==> src/rtl/temporizador_bcd_pkg.sv <==
// Shared definitions for the mm:ss BCD countdown timer.
// Holds the FSM state encoding, the BCD digit limits and the preset clamping helpers.
package temporizador_bcd_pkg;

  typedef enum logic [1:0] {
    IDLE  = 2'd0,
    RUN   = 2'd1,
    PAUSE = 2'd2,
    DONE  = 2'd3
  } state_t;

  localparam logic [3:0] UNIT_MAX = 4'd9;
  localparam logic [2:0] TENS_MAX = 3'd5;

  function automatic logic [3:0] clamp_unit(input logic [3:0] v);
    return (v > UNIT_MAX) ? UNIT_MAX : v;
  endfunction

  function automatic logic [2:0] clamp_tens(input logic [2:0] v);
    return (v > TENS_MAX) ? TENS_MAX : v;
  endfunction

endpackage

==> src/rtl/temporizador_bcd_digit_down.sv <==
// One BCD down-counting digit with synchronous load and a borrow output.
// The borrow is combinational so that a chain of digits decrements in a single edge.
module bcd_digit_down #(
  parameter int W = 4
) (
  input  logic         clk,
  input  logic         rst_n,
  input  logic         dec_in,
  input  logic         load,
  input  logic [W-1:0] load_val,
  input  logic [W-1:0] max_val,
  output logic [W-1:0] digit,
  output logic         borrow_out
);

  assign borrow_out = dec_in && (digit == '0);

  // Digit register: load wins, otherwise decrement and wrap to max_val at zero.
  always_ff @(posedge clk or negedge rst_n) begin
    if (!rst_n) begin
      digit <= '0;
    end else if (load) begin
      digit <= load_val;
    end else if (dec_in) begin
      digit <= (digit == '0) ? max_val : digit - 1'b1;
    end
  end

endmodule

==> src/rtl/temporizador_bcd.sv <==
// mm:ss BCD countdown timer driven by a one-cycle tick from the divider.
// Optional build macro TEMPORIZADOR_BLINK_EN: alarm blinks at the tick rate in DONE
// instead of staying steadily high.
module temporizador_bcd
  import temporizador_bcd_pkg::*;
#(
  parameter int ALARM_TICKS = 10
) (
  input  logic       clk,
  input  logic       rst_n,
  input  logic       tick,
  input  logic       load,
  input  logic       start,
  input  logic       pause,
  input  logic [2:0] pre_mt,
  input  logic [3:0] pre_mu,
  input  logic [2:0] pre_st,
  input  logic [3:0] pre_su,
  output logic [2:0] mt,
  output logic [3:0] mu,
  output logic [2:0] st,
  output logic [3:0] su,
  output logic       tick_en,
  output logic       running,
  output logic       done,
  output logic       alarm
);

  localparam logic [7:0] ALARM_LAST = 8'(ALARM_TICKS - 1);

  state_t     state;
  state_t     next_state;
  logic [7:0] alarm_cnt;
  logic       dec;
  logic       load_en;
  logic       done_next;
  logic       alarm_next;
  logic       cnt_clr;
  logic       cnt_inc;
  logic       is_zero;
  logic       is_one;
  logic       su_borrow;
  logic       st_borrow;
  logic       mu_borrow;
  logic       mt_borrow_unused;

  assign is_zero = (mt == 3'd0) && (mu == 4'd0) && (st == 3'd0) && (su == 4'd0);
  assign is_one  = (mt == 3'd0) && (mu == 4'd0) && (st == 3'd0) && (su == 4'd1);

  bcd_digit_down #(.W(4)) u_su (
    .clk(clk), .rst_n(rst_n), .dec_in(dec), .load(load_en),
    .load_val(clamp_unit(pre_su)), .max_val(UNIT_MAX),
    .digit(su), .borrow_out(su_borrow)
  );

  bcd_digit_down #(.W(3)) u_st (
    .clk(clk), .rst_n(rst_n), .dec_in(su_borrow), .load(load_en),
    .load_val(clamp_tens(pre_st)), .max_val(TENS_MAX),
    .digit(st), .borrow_out(st_borrow)
  );

  bcd_digit_down #(.W(4)) u_mu (
    .clk(clk), .rst_n(rst_n), .dec_in(st_borrow), .load(load_en),
    .load_val(clamp_unit(pre_mu)), .max_val(UNIT_MAX),
    .digit(mu), .borrow_out(mu_borrow)
  );

  bcd_digit_down #(.W(3)) u_mt (
    .clk(clk), .rst_n(rst_n), .dec_in(mu_borrow), .load(load_en),
    .load_val(clamp_tens(pre_mt)), .max_val(TENS_MAX),
    .digit(mt), .borrow_out(mt_borrow_unused)
  );

  // Next-state and control decode; load outranks start, which outranks pause.
  always_comb begin
    next_state = state;
    dec        = 1'b0;
    load_en    = 1'b0;
    done_next  = 1'b0;
    cnt_clr    = 1'b0;
    cnt_inc    = 1'b0;
    case (state)
      IDLE: begin
        if (load) begin
          load_en = 1'b1;
        end else if (start && !is_zero) begin
          next_state = RUN;
        end
      end
      RUN: begin
        if (tick) begin
          dec = 1'b1;
          if (is_one) begin
            next_state = DONE;
            done_next  = 1'b1;
            cnt_clr    = 1'b1;
          end else if (pause) begin
            next_state = PAUSE;
          end
        end else if (pause) begin
          next_state = PAUSE;
        end
      end
      PAUSE: begin
        if (load) begin
          load_en    = 1'b1;
          next_state = IDLE;
        end else if (start) begin
          next_state = RUN;
        end
      end
      DONE: begin
        if (load) begin
          load_en    = 1'b1;
          next_state = IDLE;
        end else if (tick) begin
          if (alarm_cnt == ALARM_LAST) begin
            next_state = IDLE;
          end else begin
            cnt_inc = 1'b1;
          end
        end
      end
      default: next_state = IDLE;
    endcase
  end

  // Alarm level for the next cycle: steady in DONE, or blinking per tick when enabled.
  always_comb begin
`ifdef TEMPORIZADOR_BLINK_EN
    alarm_next = 1'b0;
    if (next_state == DONE) begin
      if (state != DONE) begin
        alarm_next = 1'b1;
      end else if (tick) begin
        alarm_next = ~alarm;
      end else begin
        alarm_next = alarm;
      end
    end
`else
    alarm_next = (next_state == DONE);
`endif
  end

  // State, alarm counter and registered status outputs.
  always_ff @(posedge clk or negedge rst_n) begin
    if (!rst_n) begin
      state     <= IDLE;
      alarm_cnt <= 8'd0;
      running   <= 1'b0;
      tick_en   <= 1'b0;
      done      <= 1'b0;
      alarm     <= 1'b0;
    end else begin
      state   <= next_state;
      running <= (next_state == RUN);
      tick_en <= (next_state == RUN) || (next_state == DONE);
      done    <= done_next;
      alarm   <= alarm_next;
      if (cnt_clr) begin
        alarm_cnt <= 8'd0;
      end else if (cnt_inc) begin
        alarm_cnt <= alarm_cnt + 8'd1;
      end
    end
  end

endmodule

==> config.mk <==
export PLATFORM = sky130hd
export DESIGN_NAME = temporizador_bcd
export DESIGN_NICKNAME = d
export VERILOG_FILES = /design/src/rtl/temporizador_bcd_pkg.sv /design/src/rtl/temporizador_bcd_digit_down.sv /design/src/rtl/temporizador_bcd.sv
export SDC_FILE = /design/constraint.sdc
export NUM_CORES = 1
export LEC_CHECK = 0
export ABC_AREA = 1
export BUFFER_PORTS_ARGS = -buffer_cell sky130_fd_sc_hd__buf_2
export CORE_ASPECT_RATIO = 1.5
export CORE_MARGIN = 1
export CORE_UTILIZATION = 50
export DETAILED_ROUTE_END_ITERATION = 10
export GPL_TIMING_DRIVEN = 0
export PLACE_DENSITY = 0.73
export SLEW_MARGIN = 20
export SYNTH_ARGS = -nofsm -noshare
export SYNTH_HDL_FRONTEND = slang
export SYNTH_HIERARCHICAL = 1
export SYNTH_SLANG_ARGS = --single-unit
==> constraint.sdc <==
create_clock -name clk -period 6.5 [get_ports clk]
set_clock_uncertainty 0.2 [all_clocks]
set_input_delay 0.325 -clock clk [delete_from_list [all_inputs] [get_ports clk]]
set_output_delay 0.325 -clock clk [all_outputs]
set_load 0.01 [all_outputs]
==> flow_summary.ini, run 1 <==
[placement]
place.gp.congestion = 0.853
dp_hpwl_mm = 3.40
io_buffers = 37
placed_cells = 411

[global_routing]
gr-total-overflow = 0
grt_pass1_wl_mm = 7.35
pin_count_of_the_biggest_net_entering_global_routing = 29
grt_pass1_vias = 1898
antenna_found_initial = 0
grtUsageTotal = 0.219

[cts]
cts-buffers-inserted = 3
clock_insertion_delay_worst_skew_ns = 0.27
tritoncts = built
cts_root_cell = clkbuf_8
cts.sink_count = 28
clk_transition_reported_paths_ns = 0.09
post_cts.repair.setup_buffers = 0
clock_tree.htree_level_count = 1
cts_buffer_depth = 2

[critical_path]
cp_max_stage_cell = dfrtp_1
worst_ep_arrival_ns = 2.45
critical_path_peak_fanout = 6
cp_data_required_time_ns = 6.51
worst_path_largest_cell_delay_ns = 0.45
critPathCaptureType = flip-flop
startpoint_type = flip-flop
dominant_delay_contributor_by_cell_family_on_the_critical_path = simple AND/OR/NAND/NOR gates
crit_type = reg -> reg
cp_num_buf_inv = 6
cp_cell_sequence = inv_1, ha_1, inv_1, nor2_2, nand2_1, nor2_1, inv_2, nor2_1, inv_1, nor2_1, inv_2, nor2_2, nand2_1, inv_1, nand2_1, nand2_1

[power_and_ir_drop]
power.share.clock = 0.131
report.power.total_mw = 1.04
power_density_nw_per_um2 = 420
p_comb_frac = 0.533
net-switching-power_uw = 488
power.share.sequential = 0.336
leakagePower_nw = 1.47
p_int_uw = 547
p_sw_frac = 0.472
ir_drop_worst_vdd_mv = 0.338

[finish]
finish.utilization = 0.617
post_route_cells_drive_above_1_share = 0.199
antenna_cells = 0
most-common-layout-cells = nand2_1, inv_1, nor2_1
syn_to_final_growth_pct = 17.7
design.final.nets = 400
most_frequent_standard_cell_in_the_layout_excluding_fill_and_tap_cells = nand2_1
finish.cell_count_without_fillers = 416

[sta]
final_period_minus_worst_setup_slack_ns = 2.44
totalNegativeSetupSlack_ns = 0
timing.final.hold_violations = 0
slew_viol_final = 0
period_share = 0.375
final-setup-viol-count = 0
timing.max_slew.rel_slack = 0.384
setup_repair_after_global_routing_missed_its_margin = no
worst_pin_slew_ns = 0.922
achievable-frequency_mhz = 411
final.hold.worst_slack_ns = 0.159

[floorplan]
io-pin-count = 38
die-width_um = 54.8
fp.dieArea_um2 = 4450
chipHeight_um = 81.2
start_util = 0.524
core_area_um2 = 3990
floorplan.rows = 28

[detailed_routing]
wl_mm = 4.25
route.detailed.vias_per_inst = 4.84
drt.antenna.violating_nets = 0
drc = 0
firstDrtPassIters = 4
number_of_drc_markers_in_iteration_0 = 28
dr_total_vias = 2013
drt-wirelength-per-cell_um = 10.2

[synthesis]
syn_area_um2 = 2090
syn_inst = 317
syn_avg_cell_area_um2 = 6.60
ys.warnings.count = 6

[outcome]
outcome = finished, final reports clean

[hold_path]
path_class_of_the_lowest_slack_min_delay_path = in -> reg

[flow_run]
timing.max_cap.violations = 0
[registers in the layout (all words and copies together), names as in the netlist]
signal	count
running	1
tick_en	1
u_mu/digit	4
alarm_cnt	8
done	1
state	2
alarm	1
u_mt/digit	3
u_st/digit	3
u_su/digit	4
[stage by stage]
| step | setup WS [ns] | cell area, µm² |
|---|---|---|
| after floorplan | 4.36 | 2140 |
| after global placement | 3.92 | 2380 |
| after detailed placement | 4.10 | 2380 |
| after CTS | 4.07 | 2460 |
| after global routing | 3.76 | 2460 |
| final | 4.06 | 2460 |
[power by group through the flow]
stage	registers [mW]	logic [mW]	clock network, mW
after global placement	0.350	0.536	0
after global routing	0.363	0.646	0.146
after CTS	0.347	0.555	0.141
after detailed placement	0.351	0.553	0
final	0.347	0.552	0.136
after floorplan	0.355	0.394	0
[metal layers]
layer	GRT usage	vias to the layer above	part of all wire	routed length [µm]
met5	0	-	0	0
met4	0.0692	0	0.016	68
met3	0.0281	7	0.031	130
met2	0.419	31	0.53	2250
met1	0.231	906	0.42	1800
li1	-	1069	-	-
[path summary, 6_finish.rpt]
kind,start,end,slack [ns],cells past startpoint
max reg2reg,u_su/digit[0]$_DFFE_PN0P_,u_mt/digit[2]$_DFFE_PN0P_,4.06,16
max in group asynchronous,rst_n,u_st/digit[0]$_DFFE_PN0P_,5.30,2
min,pause,state[1]$_DFF_PN0_,0.16,3
min in group asynchronous,rst_n,u_mt/digit[0]$_DFFE_PN0P_,0.40,2
min reg2reg,alarm_cnt[7]$_DFFE_PN0P_,alarm_cnt[7]$_DFFE_PN0P_,0.36,3
max,u_su/digit[0]$_DFFE_PN0P_,u_mt/digit[2]$_DFFE_PN0P_,4.06,16
[worst reg2reg max path, stage by stage, from the launching register on]
cell and delay, ns:
dfrtp_1 0.45, inv_1 0.12, ha_1 0.18, inv_1 0.08, nor2_2 0.12, nand2_1 0.11, nor2_1 0.19, inv_2 0.07
nor2_1 0.16, inv_1 0.07, nor2_1 0.21, inv_2 0.05, nor2_2 0.13, nand2_1 0.07, inv_1 0.05, nand2_1 0.04
nand2_1 0.05
[repair_timing]
action,4_1_cts,5_1_grt
hold buffers,1,0
gates resized for setup,0,0
hold endpoints to repair,28,0
[area by class of cell]
| cell class | count | area (µm²) |
|---|---|---|
| buffer | 4 | 15.0 |
| clock buffer | 3 | 41.3 |
| clock inverter | 1 | 30.0 |
| fill | 406 | 1530 |
| inverter | 74 | 278 |
| multi-input combinational | 223 | 1150 |
| sequential | 28 | 701 |
| tap | 45 | 56.3 |
| timing repair buffer | 38 | 195 |
No activity file was read; power rests on OpenSTA's default activity.
==> run 2, diff against run 1 <==
Settings changed: PLACE_DENSITY 0.73 to 0.76.
Clock period 6.5 ns to 2 ns, I/O delays scaled along.
==> flow_summary.ini, run 2 (synthesis results as in run 1) <==
[critical_path]
cp_max_stage_cell = dfrtp_2
worst_path_most_repeated_cell = nor2_4
worst_ep_arrival_ns = 1.96
critical_path_peak_fanout = 3
critPathCaptureType = flip-flop
crit_type = reg -> reg
cp_cell_sequence = inv_2, ha_4, inv_4, nor2_4, nand2_4, nor2_4, inv_2, nor2_4, inv_2, nor2_4, inv_2, nor2_4, nand2_1, inv_1, nand2_1, nand2_1
cp_data_required_time_ns = 2.02
worst_path_largest_cell_delay_ns = 0.43
startpoint_type = flip-flop

[cts]
clock_insertion_delay_worst_skew_ns = 0.27
tritoncts = built
cts.sink_count = 28
clock_tree.htree_level_count = 1
cts_buffer_depth = 2
cts-buffers-inserted = 3
cts_root_cell = clkbuf_8
clk_transition_reported_paths_ns = 0.10

[detailed_routing]
route.detailed.vias_per_inst = 4.97
number_of_drc_markers_in_iteration_0 = 35
drt.antenna.violating_nets = 0
drc = 0
drt-wirelength-per-cell_um = 11.1
wl_mm = 4.89
firstDrtPassIters = 5
dr_total_vias = 2182

[finish]
post_route_cells_drive_above_1_share = 0.251
top_register = alarm_cnt
regArea_um2 = 704
most_frequent_standard_cell_in_the_layout_excluding_fill_and_tap_cells = nand2_1
fill_cells = 364
layout_top_registers = alarm_cnt (8), u_mu/digit (4), u_su/digit (4)
syn_to_final_growth_pct = 30.8
multi_input_comb_area_um2 = 1220
largest_register_ffs = 8
finish.utilization = 0.686
design.final.nets = 423
most-common-layout-cells = nand2_1, inv_1, nor2_1
antenna_cells = 0

[sta]
period_share = 0.971
timing.max_slew.rel_slack = 0.586
achievable-frequency_mhz = 515
worst_pin_slew_ns = 0.621
final.hold.worst_slack_ns = 0.00558
setup_repair_after_global_routing_missed_its_margin = yes
timing.final.hold_violations = 0
slew_viol_final = 0
final_period_minus_worst_setup_slack_ns = 1.94
final-setup-viol-count = 0

[floorplan]
die-width_um = 54.8
chipHeight_um = 81.2
core_area_um2 = 3990
floorplan.rows = 28
io-pin-count = 38
fp.dieArea_um2 = 4450
start_util = 0.524

[placement]
place.gp.congestion = 0.843
dp_hpwl_mm = 3.45
io_buffers = 37

[outcome]
outcome = finished, final reports clean

[power_and_ir_drop]
report.power.total_mw = 3.72
leakagePower_nw = 1.58
ir_drop_worst_vdd_mv = 0.859
power_density_nw_per_um2 = 1360

[global_routing]
grtUsageTotal = 0.240
grt_pass1_wl_mm = 7.96
antenna_found_initial = 0
grt_pass1_vias = 2032
pin_count_of_the_biggest_net_entering_global_routing = 29
gr-total-overflow = 0

[hold_path]
path_class_of_the_lowest_slack_min_delay_path = in -> reg

[flow_run]
timing.max_cap.violations = 0
[run 2: cell count changes in the layout (fill, tap and decap cells not counted), sizes merged]
cell,delta
buf,+10
nor2,+1
dlygate4sd3,+12
[run 2: metrics by stage]
stage                     instances  instance area, µm²  setup slack, ns  setup TNS, ns
after global placement          411                2400           -0.186          -1.04
final                           439                2740           0.0583              0
after CTS                       433                2680         0.000727              0
after floorplan                 329                2160          0.00975              0
after detailed placement        411                2400           -0.215          -1.40
after global routing            439                2740          -0.0479        -0.0991
[run 2: report_power, final]
part           switching [mW]  internal (mW)
logic                    1.27          0.878
registers               0.306          0.824
clock network           0.173          0.268
total                    1.75           1.97
[run 2: timing repair]
action                     4_1_cts  5_1_grt
cloned                           1        0
setup endpoints to repair       12        7
hold endpoints to repair        39        0
resized for setup                8        7
hold buffers                    13        0
pin swaps                        7        4
setup buffers                    4        6
[run 2: worst max-delay path, delay by kind of cell (launching register included)]
kind	cells	cell delay (ns)
DFF	1	0.43
adders and majority gates	1	0.15
buffers and inverters	6	0.35
and+or+nand+nor	9	0.74
[run 2: cell type report]
| class | instances | area share |
|---|---|---|
| multi-input cells | 224 | 0.446 |
| repair buffers | 60 | 0.143 |
| plain buffers | 4 | 0.00548 |
| clock buffers | 3 | 0.0151 |
| flip-flops and latches | 28 | 0.257 |
| well taps | 45 | 0.0206 |
| inverters | 74 | 0.102 |
| clock inverters | 1 | 0.0110 |
[run 2: worst paths after layout]
kind,from,endpoint,slack [ns],cells after the start
worst max-delay path,u_su/digit[0]$_DFFE_PN0P_,u_mt/digit[2]$_DFFE_PN0P_,0.06,16
worst min-delay path,pre_mu[1],u_mu/digit[1]$_DFFE_PN0P_,0.006,5
worst max register to register,u_su/digit[0]$_DFFE_PN0P_,u_mt/digit[2]$_DFFE_PN0P_,0.06,16
worst min register to register,alarm_cnt[6]$_DFFE_PN0P_,alarm_cnt[6]$_DFFE_PN0P_,0.37,2
max in group asynchronous,rst_n,state[1]$_DFF_PN0_,0.99,2
min in group asynchronous,rst_n,done$_DFF_PN0_,0.17,2
[run 2: routing by layer]
metal | GRT usage | wire length, µm | vias to the layer above
li1 | - | - | 1116
met1 | 0.241 | 1890 | 1011
met2 | 0.483 | 2800 | 50
met3 | 0.0169 | 154 | 5
met4 | 0.0692 | 48 | 0
met5 | 0 | 0 | -
==> run 3, diff against run 2 <==
Settings changed: ABC_AREA 1 to unset.
==> flow_summary.ini, run 3 <==
[critical_path]
critPathCaptureType = flip-flop
critical_path_peak_fanout = 2
setup.reg_to_reg.worst_slack_ns = -0.11
r2r.worst_path.cells = 8
regToRegStartpoint = u_su/digit[1]$_DFFE_PN0P_
startpoint_type = flip-flop
reg2reg_to = u_mu/digit[3]$_DFFE_PN0P_
worst_ep_arrival_ns = 2.08
worst_path_largest_cell_delay_ns = 0.46
cp_cell_sequence = inv_2, ha_4, nor3b_4, and2_4, and2_4, or4b_4, a22oi_2, o21ai_1
worst_path_most_repeated_cell = and2_4
cp_max_stage_cell = or4b_4
crit_type = reg -> reg
cp_data_required_time_ns = 1.97

[power_and_ir_drop]
ir_drop_worst_vdd_mv = 0.879
leakagePower_nw = 1.22
report.power.total_mw = 3.15
power_density_nw_per_um2 = 1200

[floorplan]
die-width_um = 53.3
io-pin-count = 38
start_util = 0.532
fp.dieArea_um2 = 4210
floorplan.rows = 27
core_area_um2 = 3720
chipHeight_um = 79.0

[synthesis]
ys.warnings.count = 6
syn_area_um2 = 1980
syn_inst = 214
syn_avg_cell_area_um2 = 9.23

[global_routing]
grtUsageTotal = 0.245
grt_pass1_wl_mm = 7.82
grt_use_met3 = 0.0192
grt_peak_use_layer = met2
globalRouteMet1Util = 0.282
grt_pass1_vias = 1763
antenna_found_initial = 0
met2_usage = 0.466
pin_count_of_the_biggest_net_entering_global_routing = 29
gr-total-overflow = 0

[sta]
slew_viol_final = 0
worst_pin_slew_ns = 0.639
final_period_minus_worst_setup_slack_ns = 2.11
setup_repair_after_global_routing_missed_its_margin = yes
timing.final.hold_violations = 0
achievable-frequency_mhz = 475
period_share = 1.05
final.hold.worst_slack_ns = 0.00415
timing.max_slew.rel_slack = 0.574
final.setup.worst_slack_ns = -0.106
totalNegativeSetupSlack_ns = -0.238
final-setup-viol-count = 4

[finish]
finish.utilization = 0.708
final_cell_area_um2 = 2630
top_register = alarm_cnt
antenna_cells = 0
syn_to_final_growth_pct = 33.1
most_frequent_standard_cell_in_the_layout_excluding_fill_and_tap_cells = buf_2
largest_register_ffs = 8
post_route_cells_drive_above_1_share = 0.306
layout_top_registers = alarm_cnt (8), u_mu/digit (4), u_su/digit (4)
most-common-layout-cells = buf_2, dfrtp_1, nor2_1
design.final.nets = 323

[cts]
cts_buffer_depth = 2
clk_transition_reported_paths_ns = 0.10
tritoncts = built
clock_tree.htree_level_count = 1
clock_insertion_delay_worst_skew_ns = 0.27
cts-buffers-inserted = 3
cts.sink_count = 28
cts_root_cell = clkbuf_8

[detailed_routing]
drc = 0
drt-wirelength-per-cell_um = 13.8
wl_mm = 4.66
number_of_drc_markers_in_iteration_0 = 19
route.detailed.vias_per_inst = 5.44
firstDrtPassIters = 4
dr_total_vias = 1832
drt.antenna.violating_nets = 0

[flow_run]
timing.max_cap.violations = 0

[placement]
placedInstanceArea_um2 = 2270
io_buffers = 37
dp_hpwl_mm = 3.13
place.gp.congestion = 0.820

[hold_path]
hold_path_depth = 3
startpoint_of_the_most_critical_hold_path = pre_st[1]
path_class_of_the_lowest_slack_min_delay_path = in -> reg
worstHoldEndpoint = u_st/digit[1]$_DFFE_PN0P_

[outcome]
violations = setup timing
outcome = finished with violations
## run 3: worst max-delay path by stage
stage / from / end / depth (start not counted)
final: u_su/digit[1]$_DFFE_PN0P_ / u_mu/digit[3]$_DFFE_PN0P_ / 8
after global routing: u_su/digit[0]$_DFFE_PN0P_ / u_mu/digit[3]$_DFFE_PN0P_ / 8
after global placement: u_su/digit[0]$_DFFE_PN0P_ / u_mu/digit[3]$_DFFE_PN0P_ / 8
after CTS: u_su/digit[1]$_DFFE_PN0P_ / u_mu/digit[3]$_DFFE_PN0P_ / 8
after detailed placement: u_su/digit[1]$_DFFE_PN0P_ / u_mu/digit[3]$_DFFE_PN0P_ / 8
after floorplan: u_su/digit[1]$_DFFE_PN0P_ / u_mu/digit[3]$_DFFE_PN0P_ / 8
## run 3: layout make-up
type / instances / area [µm²]
fillers: 321 / 1090
flip-flops and latches: 28 / 704
repair buffers: 64 / 418
clock buffers: 3 / 41.3
plain buffers: 8 / 43.8
clock inverters: 1 / 30.0
inverters: 20 / 75.1
multi-input cells: 170 / 1260
well taps: 43 / 53.8
## run 3: routing by layer
layer	vias to the layer above	routed length (µm)
met5	-	0
met4	0	34
met3	2	99
met2	39	2640
met1	885	1880
li1	906	-
## run 3: worst max-delay path: cells and delay by family, from the launching register on
family / cells / cell delay (ns)
and+or+nand+nor: 4 / 0.99
AOI/OAI and AO/OA: 2 / 0.20
DFF: 1 / 0.43
adders and majority gates: 1 / 0.12
buffers and inverters: 1 / 0.08
## run 3: what timing repair did
action                                  4_1_cts  5_1_grt
buffers inserted                             10        5
endpoints found under the hold margin        38        0
endpoints found under the setup margin       11       10
pin swaps                                     4        4
resized for setup                             8        7
hold buffers                                 12        0
## run 3: power by group
part | leakage (nW) | switching (mW) | internal [mW]
Combinational | 0.838 | 0.842 | 0.793
Clock | 0.0357 | 0.183 | 0.268
Sequential | 0.349 | 0.290 | 0.776
Total | 1.22 | 1.32 | 1.84
## run 3: metrics by stage
stage / worst slack (ns) / cells
final: -0.106 / 337
after global routing: -0.203 / 337
after floorplan: -0.251 / 226
after CTS: -0.109 / 332
after detailed placement: -0.428 / 306
after global placement: -0.423 / 306
